===== config.mk =====
export PLATFORM = sky130hd
export DESIGN_NAME = comb_lock_seq
export DESIGN_NICKNAME = d
export VERILOG_FILES = /design/src/rtl/comb_lock_seq.sv
export SDC_FILE = /design/constraint.sdc
export NUM_CORES = 1
export LEC_CHECK = 0
export CORE_UTILIZATION = 49
export DETAILED_ROUTE_END_ITERATION = 8
export PLACE_DENSITY_LB_ADDON = 0.3
export REMOVE_ABC_BUFFERS = 1
export SYNTH_ARGS = -nofsm -noshare
export SYNTH_HDL_FRONTEND = slang
export SYNTH_SLANG_ARGS = --single-unit

===== constraint.sdc =====
create_clock -name Clk -period 1.6 [get_ports Clk]
set_input_delay 0.32 -clock Clk [delete_from_list [all_inputs] [get_ports Clk]]
set_output_delay 0.32 -clock Clk [all_outputs]
set_load 0.005 [all_outputs]

===== src/rtl/comb_lock_seq.sv =====
// Multi-digit combination lock: digit entry with running mismatch flag, failed-attempt
// counter, sticky or timed alarm, auto-relock from OPEN and in-place combination change.
module comb_lock_seq #(
    parameter int DIGITS       = 4,
    parameter int DIGIT_W      = 4,
    parameter logic [DIGITS*DIGIT_W-1:0] DEFAULT_COMB = 16'h1234,
    parameter int MAX_TRIES    = 3,
    parameter int OPEN_TIMEOUT = 1000,
    parameter int ALARM_HOLD   = 0
) (
    input  logic                               Clk,
    input  logic                               Reset,
    input  logic [DIGIT_W-1:0]                 inps,
    input  logic                               ent,
    input  logic                               chg,
    output logic [2:0]                         state,
    output logic                               unlocked,
    output logic                               alarm,
    output logic [$clog2(DIGITS+1)-1:0]        digit_cnt,
    output logic [$clog2(MAX_TRIES+1)-1:0]     fail_cnt
);
    localparam int DCW     = $clog2(DIGITS + 1);
    localparam int FCW     = $clog2(MAX_TRIES + 1);
    localparam int CW      = DIGITS * DIGIT_W;
    localparam int TW      = (OPEN_TIMEOUT > 0) ? $clog2(OPEN_TIMEOUT + 1) : 1;
    localparam int AW      = (ALARM_HOLD > 0) ? $clog2(ALARM_HOLD + 1) : 1;
    localparam int OT_LAST = (OPEN_TIMEOUT > 0) ? OPEN_TIMEOUT - 1 : 0;
    localparam int AH_LAST = (ALARM_HOLD > 0) ? ALARM_HOLD - 1 : 0;

    localparam logic [2:0] S_LOCKED = 3'd0;
    localparam logic [2:0] S_OPEN   = 3'd1;
    localparam logic [2:0] S_CHANGE = 3'd2;
    localparam logic [2:0] S_ALARM  = 3'd3;

    logic [2:0]     state_reg, state_next;
    logic [DCW-1:0] digit_reg, digit_next;
    logic [FCW-1:0] fail_reg, fail_next, fail_inc;
    logic           mis_reg, mis_next, mis_now;
    logic [CW-1:0]  comb_reg, comb_next;
    logic [CW-1:0]  shadow_reg, shadow_next, shadow_wr;
    logic [TW-1:0]  open_tmr_reg, open_tmr_next;
    logic [AW-1:0]  alarm_tmr_reg, alarm_tmr_next;
    logic           ent_q_reg, chg_q_reg;
    logic           epls, cpls, last_digit;

    logic [DIGITS-1:0]  sel;
    logic [DIGIT_W-1:0] comb_dig [DIGITS];
    logic [DIGIT_W-1:0] cur_digit;

    assign epls       = ent & ~ent_q_reg;
    assign cpls       = chg & ~chg_q_reg;
    assign last_digit = (digit_reg == DCW'(DIGITS - 1));
    assign fail_inc   = (fail_reg == FCW'(MAX_TRIES)) ? fail_reg : fail_reg + 1'b1;

    // Digit 0 lives in the most significant slot of the packed combination.
    for (genvar gi = 0; gi < DIGITS; gi++) begin : g_dig
        localparam int LSB = (DIGITS - 1 - gi) * DIGIT_W;
        assign sel[gi]      = (digit_reg == DCW'(gi));
        assign comb_dig[gi] = sel[gi] ? comb_reg[LSB +: DIGIT_W] : '0;
        assign shadow_wr[LSB +: DIGIT_W] = sel[gi] ? inps : shadow_reg[LSB +: DIGIT_W];
    end

    always_comb begin
        cur_digit = '0;
        for (int i = 0; i < DIGITS; i++) cur_digit = cur_digit | comb_dig[i];
    end

    always_comb begin
        state_next     = state_reg;
        digit_next     = digit_reg;
        fail_next      = fail_reg;
        mis_next       = mis_reg;
        comb_next      = comb_reg;
        shadow_next    = shadow_reg;
        open_tmr_next  = '0;
        alarm_tmr_next = '0;
        mis_now        = mis_reg | (inps != cur_digit);
        case (state_reg)
            S_LOCKED: begin
                if (epls) begin
                    if (last_digit) begin
                        digit_next = '0;
                        mis_next   = 1'b0;
                        if (!mis_now) begin
                            state_next = S_OPEN;
                            fail_next  = '0;
                        end else begin
                            fail_next = fail_inc;
                            if (fail_inc == FCW'(MAX_TRIES)) state_next = S_ALARM;
                        end
                    end else begin
                        digit_next = digit_reg + 1'b1;
                        mis_next   = mis_now;
                    end
                end else if (cpls) begin
                    digit_next = '0;
                    mis_next   = 1'b0;
                end
            end
            S_OPEN: begin
                if (epls) begin
                    state_next = S_LOCKED;
                end else if (cpls) begin
                    state_next = S_CHANGE;
                    digit_next = '0;
                end else if (OPEN_TIMEOUT != 0 && open_tmr_reg == TW'(OT_LAST)) begin
                    state_next = S_LOCKED;
                end else if (open_tmr_reg != '1) begin
                    open_tmr_next = open_tmr_reg + 1'b1;
                end
            end
            S_CHANGE: begin
                if (epls) begin
                    shadow_next = shadow_wr;
                    if (last_digit) begin
                        comb_next  = shadow_wr;
                        state_next = S_LOCKED;
                        digit_next = '0;
                    end else begin
                        digit_next = digit_reg + 1'b1;
                    end
                end else if (cpls) begin
                    state_next = S_OPEN;
                    digit_next = '0;
                end
            end
            S_ALARM: begin
                // Timer only runs in the timed-alarm build; sticky alarm waits for Reset.
                if (ALARM_HOLD != 0) begin
                    if (alarm_tmr_reg == AW'(AH_LAST)) begin
                        state_next = S_LOCKED;
                        fail_next  = '0;
                    end else begin
                        alarm_tmr_next = alarm_tmr_reg + 1'b1;
                    end
                end
            end
            default: begin
                state_next = S_LOCKED;
                digit_next = '0;
                mis_next   = 1'b0;
            end
        endcase
    end

    always_ff @(posedge Clk) begin
        if (Reset) begin
            state_reg     <= S_LOCKED;
            digit_reg     <= '0;
            fail_reg      <= '0;
            mis_reg       <= 1'b0;
            comb_reg      <= DEFAULT_COMB;
            shadow_reg    <= '0;
            open_tmr_reg  <= '0;
            alarm_tmr_reg <= '0;
            ent_q_reg     <= 1'b1;
            chg_q_reg     <= 1'b1;
        end else begin
            state_reg     <= state_next;
            digit_reg     <= digit_next;
            fail_reg      <= fail_next;
            mis_reg       <= mis_next;
            comb_reg      <= comb_next;
            shadow_reg    <= shadow_next;
            open_tmr_reg  <= open_tmr_next;
            alarm_tmr_reg <= alarm_tmr_next;
            ent_q_reg     <= ent;
            chg_q_reg     <= chg;
        end
    end

    assign state     = state_reg;
    assign unlocked  = (state_reg == S_OPEN) || (state_reg == S_CHANGE);
    assign alarm     = (state_reg == S_ALARM);
    assign digit_cnt = digit_reg;
    assign fail_cnt  = fail_reg;
endmodule


==> flow_summary_export.csv <==
group,metric,value,unit
global_routing,grt_use_met2,38.94,%
cts,worstSkewPairLatency,300,ps
hold_path,hold_class,"input pin to flop",
sta,minimum_clock_period,1782,ps
critical_path,critical_path.startpoint_type,"flop",
finish,final_design_area_no_fill,3252,µm²
power_and_ir_drop,power.static_leakage,1.277,nW
synth,synth-edff-count,0,
global_routing,grt_first_pass_wirelength,9190,µm
sta,rsz_0062_raised_after_global_routing,"yes",
synth,synth.distinct_cells,42,
global_routing,antenna_found_initial,0,
floorplanning,chipHeight,71.32,µm
finish,multi_input_comb_area,1524,µm²
finish,finish.utilization,72.68,%
power_and_ir_drop,post-layout-total-power,2.162,mW
placement,place_congestion,0.8230,
synth,synth_flop_cell,"sky130_fd_sc_hd__dfxtp_1",
finish,n_antenna_cell,0,
global_routing,global_route.usage.total,23.33,%
global_routing,top_usage_layer,"met2",
global_routing,overflow,0,
drt,detailroute.via_count,2037,
drt,detail_route.drc_violations,1,
finish,layout.filler_cells,321,
sta,finalHoldViolCount,0,
finish,largest_register_ffs,16,
critical_path,crit_fanout,5,
placement,dpl-instance-area,2774,µm²
global_routing,grtUsageMet1,29.84,%
floorplanning,design.core.area,4474,µm²
finish,final_net_count,333,
sta,setup_slack,-181.7,ps
placement,hpwl_detailed,3741,µm
sta,period_share,111.4,%
cts,clock_tree.buffer_depth,2,
floorplanning,ios,18,
synth,syn-mean-instance-area,8.786,µm²
critical_path,timing.reg2reg.setup_slack,-180,ps
synth,syn_area,2355,µm²
power_and_ir_drop,power.density_cell_area,664.7,nW/µm²
cts,clk_pin_slew_worst_paths,90,ps
run,max_cap_viol_count,0,
finish,post_route_cells_drive_above_1_share,34.60,%
drt,final_antenna_violating_net_count,0,
critical_path,cp_capture_type,"flop",
synth,yosys_warnings,0,
finish,regArea,974.7,µm²
synth,synth_largest_type_area_fraction,40.81,%
critical_path,cp.required,1860,ps
sta,achievable-frequency,561.3,MHz
sta,final-setup-viol-count,20,
run_status,failed_checks,"DRC, setup timing",
drt,initialDrtViolationCount,180,
sta,slew_violations,0,
synth,synth.top_cells.by_count,"sky130_fd_sc_hd__dfxtp_1, sky130_fd_sc_hd__nor2_1, sky130_fd_sc_hd__mux2i_1",
synth,synth.ff_latch_count,48,
floorplanning,die_area,5087,µm²
sta,timing.setup.tns,-1066,ps
run_status,run_status,"finished with violations",
synth,postSynth.asyncResetShare,0,%
synth,netlist.top_cell.by_area,"sky130_fd_sc_hd__dfxtp_1",
global_routing,groute.layer.met3.usage,4.641,%
cts,clockRootBuffer,"sky130_fd_sc_hd__clkbuf_8",
power_and_ir_drop,vdd_drop_max,0.5237,mV
drt,drt_pre_antenna_iters,6,
placement,pre_cts_slack,-375.4,ps
cts,cts-htree-levels,2,
synth,synth_area_leaders,"sky130_fd_sc_hd__dfxtp_1, sky130_fd_sc_hd__mux2i_1, sky130_fd_sc_hd__nor2_1",
finish,area_growth,38.10,%
global_routing,grt_pass1_vias,2006,
drt,post_drt_via_cell_ratio,5.550,
critical_path,crit_path_class,"flop to flop",
drt,finalWirelength,6218,µm
critical_path,timing.critical_path.arrival,2040,ps
placement,placement.io_buffers,16,
synth,synth_sequential_area_ratio,40.81,%
cts,clock_sinks,48,
floorplanning,num_rows,24,
synth,post-synth-top-count-cell,"sky130_fd_sc_hd__dfxtp_1",
sta,fin_worst_skew,9.271,ps
cts,holdBufCountCts,0,
drt,detail_route.wl_per_cell,16.94,µm
floorplanning,floorplan.initialDensity,52.63,%
cts,cts_inserted_buffers,5,
floorplanning,dieWidth,71.32,µm
cts,tritoncts_clock_tree,"yes",
global_routing,grt_max_degree,26,
synth,postSynthCellCount,268,
-- layer usage --
layer / wire, µm / up-vias
met5: 0 / -
met4: 69 / 0
met3: 258 / 6
met2: 3211 / 40
met1: 2678 / 978
li1: - / 1013
-- layout make-up --
type	count	share of cell area, %
clock buffer	7	2.963
inverter	7	0.9619
multi-input combinational	193	46.86
sequential	48	29.97
tap	52	2.001
timing repair buffer	60	17.24
-- final timing paths --
kind | from | end | cells past startpoint
max | digit_cnt[1] | state[0] | 8
min | ent | ent_q_reg | 3
max reg2reg | digit_cnt[1] | state[0] | 8
min reg2reg | comb_reg[3] | comb_reg[3] | 2
-- logic make-up after synthesis --
logic type | synth area share [%]
flops | 40.81
compound gates | 13.92
fa+ha+maj | 5.313
xor+xnor | 4.463
buf+inv | 5.526
mux | 10.63
simple gates | 19.18
other cells | 0.1593
-- cells in the final DEF (no fill, tap or decap), types with 6 or more instances in the layout --
| cell | instances |
|---|---|
| sky130_fd_sc_hd__a211oi_1 | 6 |
| sky130_fd_sc_hd__a21oi_1 | 9 |
| sky130_fd_sc_hd__a21oi_2 | 6 |
| sky130_fd_sc_hd__a22oi_2 | 8 |
| sky130_fd_sc_hd__buf_4 | 36 |
| sky130_fd_sc_hd__clkbuf_8 | 7 |
| sky130_fd_sc_hd__clkdlybuf4s50_1 | 10 |
| sky130_fd_sc_hd__dfxtp_1 | 41 |
| sky130_fd_sc_hd__ha_4 | 7 |
| sky130_fd_sc_hd__mux2i_1 | 25 |
| sky130_fd_sc_hd__nand2_1 | 19 |
| sky130_fd_sc_hd__nand3_1 | 10 |
| sky130_fd_sc_hd__nor2_1 | 36 |
| sky130_fd_sc_hd__nor2b_1 | 6 |
| sky130_fd_sc_hd__xnor2_1 | 6 |
-- power by group --
part | leakage [nW] | internal, mW | switching (mW)
registers | 0.392 | 1.20 | 0.00660
logic | 0.835 | 0.0857 | 0.0955
clock network | 0.0503 | 0.385 | 0.392
-- through the flow --
stage	hold WS, ps	instances
floorplan	384.6	247
global placement	445.5	353
detailed placement	449.0	353
CTS	460.4	362
global route	333.4	367
finish	328.4	367
-- critical path, stage by stage (launching register included) --
cell                      delay, ps
sky130_fd_sc_hd__dfxtp_4        410
sky130_fd_sc_hd__inv_4           60
sky130_fd_sc_hd__ha_4           190
sky130_fd_sc_hd__a22oi_2        170
sky130_fd_sc_hd__a21oi_2         80
sky130_fd_sc_hd__xnor2_1        250
sky130_fd_sc_hd__nand2_2        120
sky130_fd_sc_hd__o31ai_4        270
sky130_fd_sc_hd__o311a_1        180
-- repair_timing --
| action | in CTS | in global routing |
|---|---|---|
| gates resized for setup | 30 | 47 |
| buffers inserted | 1 | 3 |
| pin swaps | 11 | 26 |
| gates cloned | 1 | 3 |
| endpoints found under the setup margin | 41 | 43 |
No activity file was read; power rests on OpenSTA's default activity.
